$ cat src/rtl/riscv_fetch_pkg.sv
// Shared configuration and helper types for the instruction fetch stage.
package riscv_fetch_pkg;

    localparam int XLEN          = 32;
    localparam int IMEM_ADDR_BIT = 12;

    localparam logic [XLEN-1:0] RESET_PC_DEF  = 32'h0000_0000;
    localparam logic [XLEN-1:0] NOP_INSTR_DEF = 32'h0000_0013;
    localparam logic [XLEN-1:0] INSTR_BYTES   = 32'd4;

    // Source of the next program counter value.
    typedef enum logic [1:0] {
        PC_SEL_HOLD     = 2'd0,
        PC_SEL_SEQ      = 2'd1,
        PC_SEL_REDIRECT = 2'd2
    } pc_sel_e;

    // A target is misaligned when it is not on a 4-byte instruction boundary.
    function automatic logic is_misaligned(input logic [XLEN-1:0] addr);
        return |addr[1:0];
    endfunction

endpackage

$ cat src/rtl/riscv_ifid_reg.sv
// IF/ID pipeline register: load, hold, drain and flush with NOP fill.
module riscv_ifid_reg
    import riscv_fetch_pkg::*;
#(
    parameter logic [XLEN-1:0] RESET_PC  = RESET_PC_DEF,
    parameter logic [XLEN-1:0] NOP_INSTR = NOP_INSTR_DEF
) (
    input  logic            i_clk,
    input  logic            i_rstn,
    input  logic            i_flush,
    input  logic            i_load,
    input  logic            i_drain,
    input  logic [XLEN-1:0] i_instr,
    input  logic [XLEN-1:0] i_pc,
    output logic            o_valid,
    output logic [XLEN-1:0] o_instr,
    output logic [XLEN-1:0] o_pc
);

    logic            valid_r;
    logic [XLEN-1:0] instr_r;
    logic [XLEN-1:0] pc_r;

    // Entry update with priority reset > flush > load > drain > hold.
    always_ff @(posedge i_clk) begin
        if (!i_rstn) begin
            valid_r <= 1'b0;
            instr_r <= NOP_INSTR;
            pc_r    <= RESET_PC;
        end else if (i_flush) begin
            valid_r <= 1'b0;
            instr_r <= NOP_INSTR;
            pc_r    <= pc_r;
        end else if (i_load) begin
            valid_r <= 1'b1;
            instr_r <= i_instr;
            pc_r    <= i_pc;
        end else if (i_drain) begin
            valid_r <= 1'b0;
            instr_r <= NOP_INSTR;
            pc_r    <= pc_r;
        end else begin
            valid_r <= valid_r;
            instr_r <= instr_r;
            pc_r    <= pc_r;
        end
    end

    assign o_valid = valid_r;
    assign o_instr = instr_r;
    assign o_pc    = pc_r;

endmodule

$ cat src/rtl/riscv_fetch.sv
// Instruction fetch stage: program counter, next-PC selection, misalign
// tracking and the IF/ID register feeding decode.
module riscv_fetch
    import riscv_fetch_pkg::*;
#(
    parameter logic [XLEN-1:0] RESET_PC  = RESET_PC_DEF,
    parameter logic [XLEN-1:0] NOP_INSTR = NOP_INSTR_DEF
) (
    input  logic                     i_clk,
    input  logic                     i_rstn,
    input  logic                     i_fetch_en,
    output logic [IMEM_ADDR_BIT-3:0] o_imem_addr,
    input  logic [XLEN-1:0]          i_imem_data,
    input  logic                     i_redirect,
    input  logic [XLEN-1:0]          i_redirect_pc,
    output logic                     o_if_valid,
    input  logic                     i_id_ready,
    output logic [XLEN-1:0]          o_if_instr,
    output logic [XLEN-1:0]          o_if_pc,
    output logic [XLEN-1:0]          o_if_pc4,
    output logic                     o_misalign
);

    logic [XLEN-1:0] pc_r;
    logic            misalign_r;
    logic            advance_s;
    logic            drain_s;
    pc_sel_e         pc_sel_s;
    logic [XLEN-1:0] pc_next_s;
    logic            if_valid_s;
    logic [XLEN-1:0] if_instr_s;
    logic [XLEN-1:0] if_pc_s;

    // A new word may be captured only when fetching is allowed, the PC is
    // aligned and the IF/ID slot is empty or being consumed this cycle.
    assign advance_s = i_fetch_en & ~misalign_r & (~if_valid_s | i_id_ready);
    assign drain_s   = ~advance_s & if_valid_s & i_id_ready;

    // Choose the next-PC source; redirect outranks sequential advance.
    always_comb begin
        pc_sel_s = PC_SEL_HOLD;
        if (i_redirect) begin
            pc_sel_s = PC_SEL_REDIRECT;
        end else if (advance_s) begin
            pc_sel_s = PC_SEL_SEQ;
        end else begin
            pc_sel_s = PC_SEL_HOLD;
        end
    end

    // Next-PC mux; sequential increment wraps naturally at 2^XLEN.
    always_comb begin
        pc_next_s = pc_r;
        case (pc_sel_s)
            PC_SEL_HOLD:     pc_next_s = pc_r;
            PC_SEL_SEQ:      pc_next_s = pc_r + INSTR_BYTES;
            PC_SEL_REDIRECT: pc_next_s = i_redirect_pc;
            default:         pc_next_s = pc_r;
        endcase
    end

    // PC register and sticky misalign flag, cleared only by redirect or reset.
    always_ff @(posedge i_clk) begin
        if (!i_rstn) begin
            pc_r       <= RESET_PC;
            misalign_r <= 1'b0;
        end else if (i_redirect) begin
            pc_r       <= pc_next_s;
            misalign_r <= is_misaligned(i_redirect_pc);
        end else begin
            pc_r       <= pc_next_s;
            misalign_r <= misalign_r;
        end
    end

    riscv_ifid_reg #(
        .RESET_PC  (RESET_PC),
        .NOP_INSTR (NOP_INSTR)
    ) u_ifid_reg (
        .i_clk   (i_clk),
        .i_rstn  (i_rstn),
        .i_flush (i_redirect),
        .i_load  (advance_s),
        .i_drain (drain_s),
        .i_instr (i_imem_data),
        .i_pc    (pc_r),
        .o_valid (if_valid_s),
        .o_instr (if_instr_s),
        .o_pc    (if_pc_s)
    );

    // Upper PC bits beyond the IMEM window are dropped, so the address wraps.
    assign o_imem_addr = pc_r[IMEM_ADDR_BIT-1:2];
    assign o_if_valid  = if_valid_s;
    assign o_if_instr  = if_instr_s;
    assign o_if_pc     = if_pc_s;
    assign o_if_pc4    = if_pc_s + INSTR_BYTES;
    assign o_misalign  = misalign_r;

endmodule
$ cat config.mk
export PLATFORM = sky130hd
export DESIGN_NAME = riscv_fetch
export DESIGN_NICKNAME = d
export VERILOG_FILES = /design/src/rtl/riscv_fetch_pkg.sv /design/src/rtl/riscv_ifid_reg.sv /design/src/rtl/riscv_fetch.sv
export SDC_FILE = /design/constraint.sdc
export NUM_CORES = 1
export LEC_CHECK = 0
export CORE_MARGIN = 2
export CORE_UTILIZATION = 35
export CTS_CLUSTER_SIZE = 25
export DETAILED_ROUTE_END_ITERATION = 6
export GPL_TIMING_DRIVEN = 0
export PLACE_DENSITY = 0.65
export SLEW_MARGIN = 30
export SYNTH_ARGS = -nofsm -noshare
export SYNTH_HDL_FRONTEND = slang
export SYNTH_SLANG_ARGS = --single-unit
$ cat constraint.sdc
create_clock -name i_clk -period 2.2 [get_ports i_clk]
set_input_delay 0.22 -clock i_clk [delete_from_list [all_inputs] [get_ports i_clk]]
set_output_delay 0.22 -clock i_clk [all_outputs]
set_load 0.01 [all_outputs]
==> metrics.txt, run 1 <==
Avg Inst Size Synth=7.96 um2; TritonCTS clock tree=done; layout cells sized above 1=16.0%; shortest clock period the worst path allows after layout=2.30 ns; clock insertion delay at the later pin of the skew report=0.34 ns; Switching Fraction=25.6%; final count of pins violating max slew=0; number of sinks handled by clock tree synthesis=98; number of core rows=42; CTS Buffer Depth=2; critical path required time=1.98 ns; count of vias placed by the detailed router=5390; number of endpoints with negative hold slack in the final report=0; count of nets after finishing=897; cts bufs inserted=9; Final ANT Viol Nets=0; total congestion overflow after global routing=0; power density cells=567 nW/um2; CP startpoint kind=flip-flop; number of synthesis warnings=0; Setup WS post-layout=-0.0984 ns; top flip-flop cell by instance count after synthesis=dfxtp_1; largest net degree at the start of global routing=17; first-pass GRT wire length=26300 um; overall fraction of global-route tracks in use=22.3%; violations in the final reports=negative setup slack; WP data arrival=2.08 ns; critical-path cell list=buf_6, ha_4, nand3_4, nor4_4, buf_4, buf_6, nand4_1, xnor2_1, buf_2; cell at the root of the clock tree=clkbuf_16; slowest library cell on the worst path=dfxtp_4; unrepaired setup endpoints after global routing=yes; worst hold-check slack=0.455 ns; length of the first detailed-routing pass in iterations=5; fraction of power consumed by combinational cells=15.2%; DIE HEIGHT=122 um; count of input and output buffers=176; critical-path maximum fanout=3; relative contribution of sequential cells to total power=45.6%; Relative slew margins=41.6%; leading cell types by total area after synthesis=dfxtp_1 (41%), nand2_1 (7.1%), a22oi_1 (4.7%); Final setup viols=9; total of flip-flops plus latches after synthesis=98; initial core utilization=36.2%; total area of multi-input combinational cells=2780 um2; number of global-route vias before repair=5215; maximum single-stage delay on the critical path=0.36 ns; relative area change from synthesis to final layout=56.0%; highest-count cells in the layout ignoring fill and taps=clkdlybuf4s50_1 (150), nand2_1 (91), dfxtp_1 (81); EDFF count, synth=0; most area-hungry cell type in the Yosys netlist=dfxtp_1; crit path buf inv count=4; maximum clock frequency=435 MHz; ANT cells=0; sequential fraction of the synthesis area=40.6%; element type at the critical path end=primary output; register cell area after layout=2020 um2; area share of the largest cell type after synthesis=40.6%; commonest non-fill, non-tap cell in the layout=clkdlybuf4s50_1; gate family responsible for the most delay along the worst path=buffers and inverters; horizontal die dimension=122 um; synthesized netlist net count=678; class of the tightest hold or removal check=in -> reg; cell occurring most often along the worst timing path=buf_6; DRC errors left=0; category of the critical setup timing path=reg -> out; total I/O pin count=177; power after layout=4.27 mW; Die ar.=14800 um2; largest clock skew in the final design=0.00876 ns; antenna violations before repair=0; DR iter-0 viols=310; Slew @ Worst Pin=0.868 ns; placer's final routability congestion estimate=0.879; power spent charging and discharging nets=1.09 mW; total routed wirelength=16900 um; CTS clk-pin slew, worst paths=0.07 ns; total core area=13300 um2; Cell Int Power=3.18 mW; final cycle utilization of the critical path=104%; vias per cell=5.35; Core Util, Final=56.5%; portion of total power attributed to the clock network=39.2%; fill cell count=1196; number of distinct standard cells referenced by the synthesized netlist=47; maximum level of the CTS H-tree=3; number of max-capacitance violations reported=0; Async SR Flop Fraction=0%; Detailed Place HPWL=12200 um; leakage power=2.82 nW; cells after synthesis=607; post-synthesis instance area=4830 um2; largest vdd supply drop=0.343 mV; WL per Instance=16.8 um; status=complete, but fails checks
==> worst min-delay path: stages <==
cell and delay (ns):
clkdlybuf4s50_1 0.39, nor2_1 0.09, a211oi_1 0.05
==> worst paths after layout <==
check	depth (start not counted)	start	end	slack, ns
worst min-delay path	3	i_redirect_pc[2]	pc_r[2]$_SDFFE_PN0P_	0.45
worst max register to register	6	pc_r[10]$_SDFFE_PN0P_	pc_r[19]$_SDFFE_PN0P_	0.13
worst max-delay path	9	u_ifid_reg.o_pc[2]$_SDFFE_PN0P_	o_if_pc4[26]	-0.1
worst min register to register	2	pc_r[1]$_SDFFE_PN0P_	u_ifid_reg.o_pc[1]$_SDFFE_PN0P_	0.47
==> sequential cells by signal (all words and copies together) (netlist names) <==
| name | flops |
|---|---|
| pc_r | 32 |
| u_ifid_reg.o_instr | 32 |
| u_ifid_reg.o_pc | 32 |
| o_misalign | 1 |
| u_ifid_reg.o_valid | 1 |
==> Yosys cell counts, types with 12 or more instances <==
library cell and instances:
clkbuf_1 35, nand4_1 25, xor2_1 15, nand2_1 92
buf_4 12, nor2_1 51, dfxtp_1 98, and4_1 13
a22oi_1 30, a21oi_1 40, nand3_1 26, xnor2_1 19
o21ai_0 23
==> kinds of logic (layout without fill, tap and decap cells) <==
kind of cell / Yosys count / in the layout / share of synthesized area (%)
adder cells (fa/ha/maj): 2 / 2 / 0.518
multiplexers: 2 / 2 / 0.414
AND/OR/NAND/NOR: 275 / 275 / 28.6
AO/OA/AOI/OAI: 135 / 135 / 18.0
XOR/XNOR: 34 / 34 / 6.16
flip-flops: 98 / 98 / 40.6
buffers and inverters: 61 / 285 / 5.77
==> power by group through the flow <==
stage | Clock, mW | Sequential (mW) | Combinational (mW)
after global placement | 0 | 1.99 | 0.625
after floorplan | 0 | 1.98 | 0.290
after detailed placement | 0 | 1.99 | 0.639
after global routing | 1.78 | 1.96 | 0.707
final | 1.68 | 1.95 | 0.650
after CTS | 1.70 | 1.95 | 0.646
==> metrics by stage <==
| stage | TNS (ns) | area, um2 | cells | setup WS (ns) |
|---|---|---|---|---|
| after global routing | -1.71 | 7540 | 1007 | -0.229 |
| after CTS | -0.817 | 7440 | 999 | -0.149 |
| after global placement | -15.02 | 6820 | 959 | -0.494 |
| after floorplan | 0 | 4830 | 607 | 0.239 |
| after detailed placement | -16.67 | 6820 | 959 | -0.496 |
| final | -0.378 | 7540 | 1007 | -0.0984 |
==> what timing repair did <==
item                                   in CTS  in global routing
endpoints found under the hold margin       0                  0
resized for setup                         107                 49
hold buffers                                0                  0
setup buffers                              24                  8
setup endpoints to repair                  32                 61
pin swaps                                  10                 15
gates cloned                                0                  0
==> layout make-up <==
cell class | count | area share [%]
clock inverters | 7 | 1.21
well taps | 176 | 2.92
multi-input cells | 448 | 36.9
inverters | 7 | 0.348
clock buffers | 9 | 2.99
repair buffers | 208 | 25.5
plain buffers | 54 | 3.45
flip-flops and latches | 98 | 26.7
==> routing by layer <==
layer | up-vias | wire length (um) | GRT usage, %
met3 | 28 | 1530 | 5.55
li1 | 2629 | - | -
met1 | 2476 | 6920 | 26.6
met2 | 257 | 8010 | 39.3
met4 | 0 | 410 | 7.54
met5 | - | 0 | 0
Note: power is estimated with default switching activity, not from simulation.
==> inputs of run 2 (changes only) <==
--- a/config.mk
+++ b/config.mk
@@ -7,11 +7,12 @@
 export LEC_CHECK = 0
 export CORE_MARGIN = 2
 export CORE_UTILIZATION = 35
+export CTS_CLUSTER_DIAMETER = 120
 export CTS_CLUSTER_SIZE = 25
 export DETAILED_ROUTE_END_ITERATION = 6
 export GPL_TIMING_DRIVEN = 0
-export PLACE_DENSITY = 0.65
 export SLEW_MARGIN = 30
 export SYNTH_ARGS = -nofsm -noshare
 export SYNTH_HDL_FRONTEND = slang
+export SYNTH_HIERARCHICAL = 1
 export SYNTH_SLANG_ARGS = --single-unit
==> run 2 against run 1 <==
The run still ends with negative setup slack left. Combinational power increased by 3.4%. Via count increased by 1.0%. Total power decreased by 2.5%. Non-clock buffer count decreased by 7.
==> metrics.txt, run 2 <==
status=complete, but fails checks; violations in the final reports=negative setup slack; slowest library cell on the worst path=or4_4; initial core utilization=35.9% (-0.29 points); peak-usage layer in the global routing report=met2; largest vdd supply drop=0.398 mV (+16%); routing usage on met1=26.8% (+0.28 points); most area-hungry cell type in the Yosys netlist=dfxtp_1; number of core rows=44 (+4.8%); met2 GRT Util=34.3% (-5.0 points); count of input and output buffers=176 (unchanged); relative area change from synthesis to final layout=50.8%; vias per cell=5.24 (-2.1%); clock insertion delay at the later pin of the skew report=0.35 ns (about the same); maximum clock frequency=449 MHz (+3.3%); Worst Hold Path Cells=2 (-1); CTS Buffer Depth=2 (unchanged); ANT cells=0 (unchanged); length of the first detailed-routing pass in iterations=5 (unchanged); Detailed Place HPWL=12600 um (+3.8%); register cell area after layout=2030 um2 (+0.75%); number of stages on the worst setup path=6 (-3); largest clock skew in the final design=0.00522 ns (-0.00354 ns); CP startpoint kind=flip-flop; Synth Area in Simple Gates=30.4% (+1.8 points); area share of the largest cell type after synthesis=37.6% (-3.0 points); total I/O pin count=177 (unchanged); cells after synthesis=645 (+6.3%); Avg Inst Size Synth=8.09 um2 (+1.7%); r2r setup slk=0.06 ns (-0.07 ns); EDFF count, synth=0 (unchanged); synthesized netlist net count=716 (+5.6%); total congestion overflow after global routing=0 (unchanged); maximum single-stage delay on the critical path=0.62 ns (+0.26 ns); Core Util, Final=54.2% (-2.3 points); Design Area, Final=7870 um2 (+4.4%); final cycle utilization of the critical path=101% (-3.3 points); gate family responsible for the most delay along the worst path=simple AND/OR/NAND/NOR gates; count of nets after finishing=922 (+2.8%); total area of multi-input combinational cells=3040 um2 (+9.4%); TritonCTS clock tree=done; post-synthesis share of cell area spent on xor and xnor gates=5.70% (-0.46 points); most frequent cells after synthesis=dfxtp_1 (98), nand2_1 (88), nor2_1 (42), a21oi_1 (35), nor3b_1 (32); WL per Instance=16.5 um (-1.5%); critical-path cell list=nand4_1, or4_4, buf_6, nor4_4, xnor2_1, buf_2; post-synthesis instance area=5220 um2 (+8.0%); total of flip-flops plus latches after synthesis=98 (unchanged); overall fraction of global-route tracks in use=21.2% (-1.1 points); met3 Track Usage GR=6.24% (+0.70 points); number of sinks handled by clock tree synthesis=98 (unchanged); most used standard cell by instance count after synthesis=dfxtp_1; largest net degree at the start of global routing=16 (-1); Async SR Flop Fraction=0% (unchanged); total routed wirelength=17100 um (+1.6%); number of endpoints with negative hold slack in the final report=0 (unchanged); Adder-Cell Fraction of Synth Area=0.479% (-0.038 points); maximum level of the CTS H-tree=3 (unchanged); horizontal die dimension=126 um (+3.8%); crit path buf inv count=2 (-2); WP data arrival=2.00 ns (-0.08 ns); antenna violations before repair=0 (unchanged); Final setup viols=1 (-8); total core area=14500 um2 (+8.9%); leading cell types by total area after synthesis=dfxtp_1 (38%), nand2_1 (6.3%), nor3b_1 (4.6%); highest-count cells in the layout ignoring fill and taps=clkdlybuf4s50_1 (156), nand2_1 (86), dfxtp_1 (69); element type at the critical path end=primary output; cell count of the worst reg-to-reg path=5 (-1); cts bufs inserted=9 (unchanged); number of distinct standard cells referenced by the synthesized netlist=49 (+4.3%); first-pass GRT wire length=27500 um (+4.4%); complex-gate fraction of the synthesized area=17.3% (-0.67 points); main combinational cell family by area after synthesis=simple AND/OR/NAND/NOR gates; leakage power=2.91 nW (+3.3%); top flip-flop cell by instance count after synthesis=dfxtp_1; critical-path maximum fanout=5 (+2); Die ar.=15900 um2 (+7.8%); unrepaired setup endpoints after global routing=yes; Area after DPL=7210 um2 (+5.7%); multiplexer share of the synthesized area=0.383% (-0.031 points); power density cells=529 nW/um2 (-6.6%); commonest non-fill, non-tap cell in the layout=clkdlybuf4s50_1; count of vias placed by the detailed router=5445 (+1.0%); DR iter-0 viols=241 (-22%); Slew @ Worst Pin=0.615 ns (-0.253 ns); Relative slew margins=58.9% (+17 points); number of synthesis warnings=6 (+6); sequential fraction of the synthesis area=37.6% (-3.0 points); number of global-route vias before repair=5329 (+2.2%); Setup WS post-layout=-0.0249 ns (+0.0734 ns); fill cell count=1401 (+17%); critical path required time=1.98 ns (about the same); Final ANT Viol Nets=0 (unchanged); total negative setup slack=-0.0249 ns (+0.353 ns); category of the critical setup timing path=reg -> out; DRC errors left=0 (unchanged); cell at the root of the clock tree=clkbuf_16; number of buffers inserted by hold repair at cts=0 (unchanged); class of the tightest hold or removal check=reg -> reg; placer's final routability congestion estimate=0.839 (-4.6%); number of max-capacitance violations reported=0 (unchanged); CTS clk-pin slew, worst paths=0.07 ns (about the same); final count of pins violating max slew=0 (unchanged); worst hold-check slack=0.468 ns (+0.0135 ns); layout cells sized above 1=18.2% (+2.2 points); power after layout=4.17 mW (-2.5%); shortest clock period the worst path allows after layout=2.22 ns (-0.0734 ns); DIE HEIGHT=126 um (+3.8%)
## run 2: cell count changes in the layout (fill, tap and decap cells not counted), sizes merged, moves of 9 or more
| cell | delta |
|---|---|
| a21boi | +32 |
| a22oi | -30 |
| a311oi | -9 |
| clkbuf | -16 |
| nor2 | -9 |
| nor3b | +28 |
| o31ai | +12 |
| or4 | +16 |
## run 2: timing repair
item / CTS / global route
gates cloned: 0 / 0
setup buffers: 15 / 6
gates resized for setup: 133 / 27
pin swaps: 9 / 12
endpoints found under the setup margin: 36 / 33
## run 2: final timing paths
kind / endpoint / startpoint
worst max-delay path: o_if_pc4[23] / u_ifid_reg/o_pc[9]$_SDFFE_PN0P_
worst min-delay path: u_ifid_reg/o_pc[1]$_SDFFE_PN0P_ / u_ifid_reg/o_pc[1]$_SDFFE_PN0P_
worst max register to register: pc_r[23]$_SDFFE_PN0P_ / u_ifid_reg/o_valid$_SDFFE_PP0P_
worst min register to register: u_ifid_reg/o_pc[1]$_SDFFE_PN0P_ / u_ifid_reg/o_pc[1]$_SDFFE_PN0P_
## run 2: layout make-up
cell class | instances | area share, %
Sequential cell | 98 | 25.8
Timing Repair Buffer | 197 | 23.6
Multi-Input combinational cell | 474 | 38.6
Clock buffer | 12 | 3.39
Clock inverter | 3 | 0.302
Inverter | 13 | 0.620
Tap cell | 184 | 2.92
Buffer | 58 | 4.77
## run 2: metal layers
| layer | share of wire, % | vias up | routed length, um |
|---|---|---|---|
| li1 | - | 2702 | - |
| met1 | 44 | 2491 | 7510 |
| met2 | 45 | 223 | 7710 |
| met3 | 8.8 | 29 | 1500 |
| met4 | 2.4 | 0 | 411 |
| met5 | 0 | - | 0 |
## run 2: cell families (layout without fill, tap and decap cells)
group / count (synthesis) / after routing
AOI/OAI and AO/OA: 141 / 141
adders and majority gates: 2 / 2
buffers and inverters: 73 / 283
xor gates and xnor gates: 34 / 34
and+or+nand+nor: 295 / 295
muxes: 2 / 2
DFF: 98 / 98
## run 2: metrics by stage
step,std cells,setup WS (ns)
detailed placement,1005,-0.380
CTS,1034,-0.0335
floorplan,645,0.179
global placement,1005,-0.317
finish,1039,-0.0249
global route,1039,-0.0793
## run 2: tightest hold or removal path: stages (launching register included)
cell      delay (ns)
dfxtp_1         0.32
nand2_1         0.05
a21boi_1        0.05
## run 2: report_power, final
part	switching, mW	internal, mW
Combinational	0.301	0.371
Clock	0.688	0.856
Sequential	0.104	1.85
Total	1.09	3.07
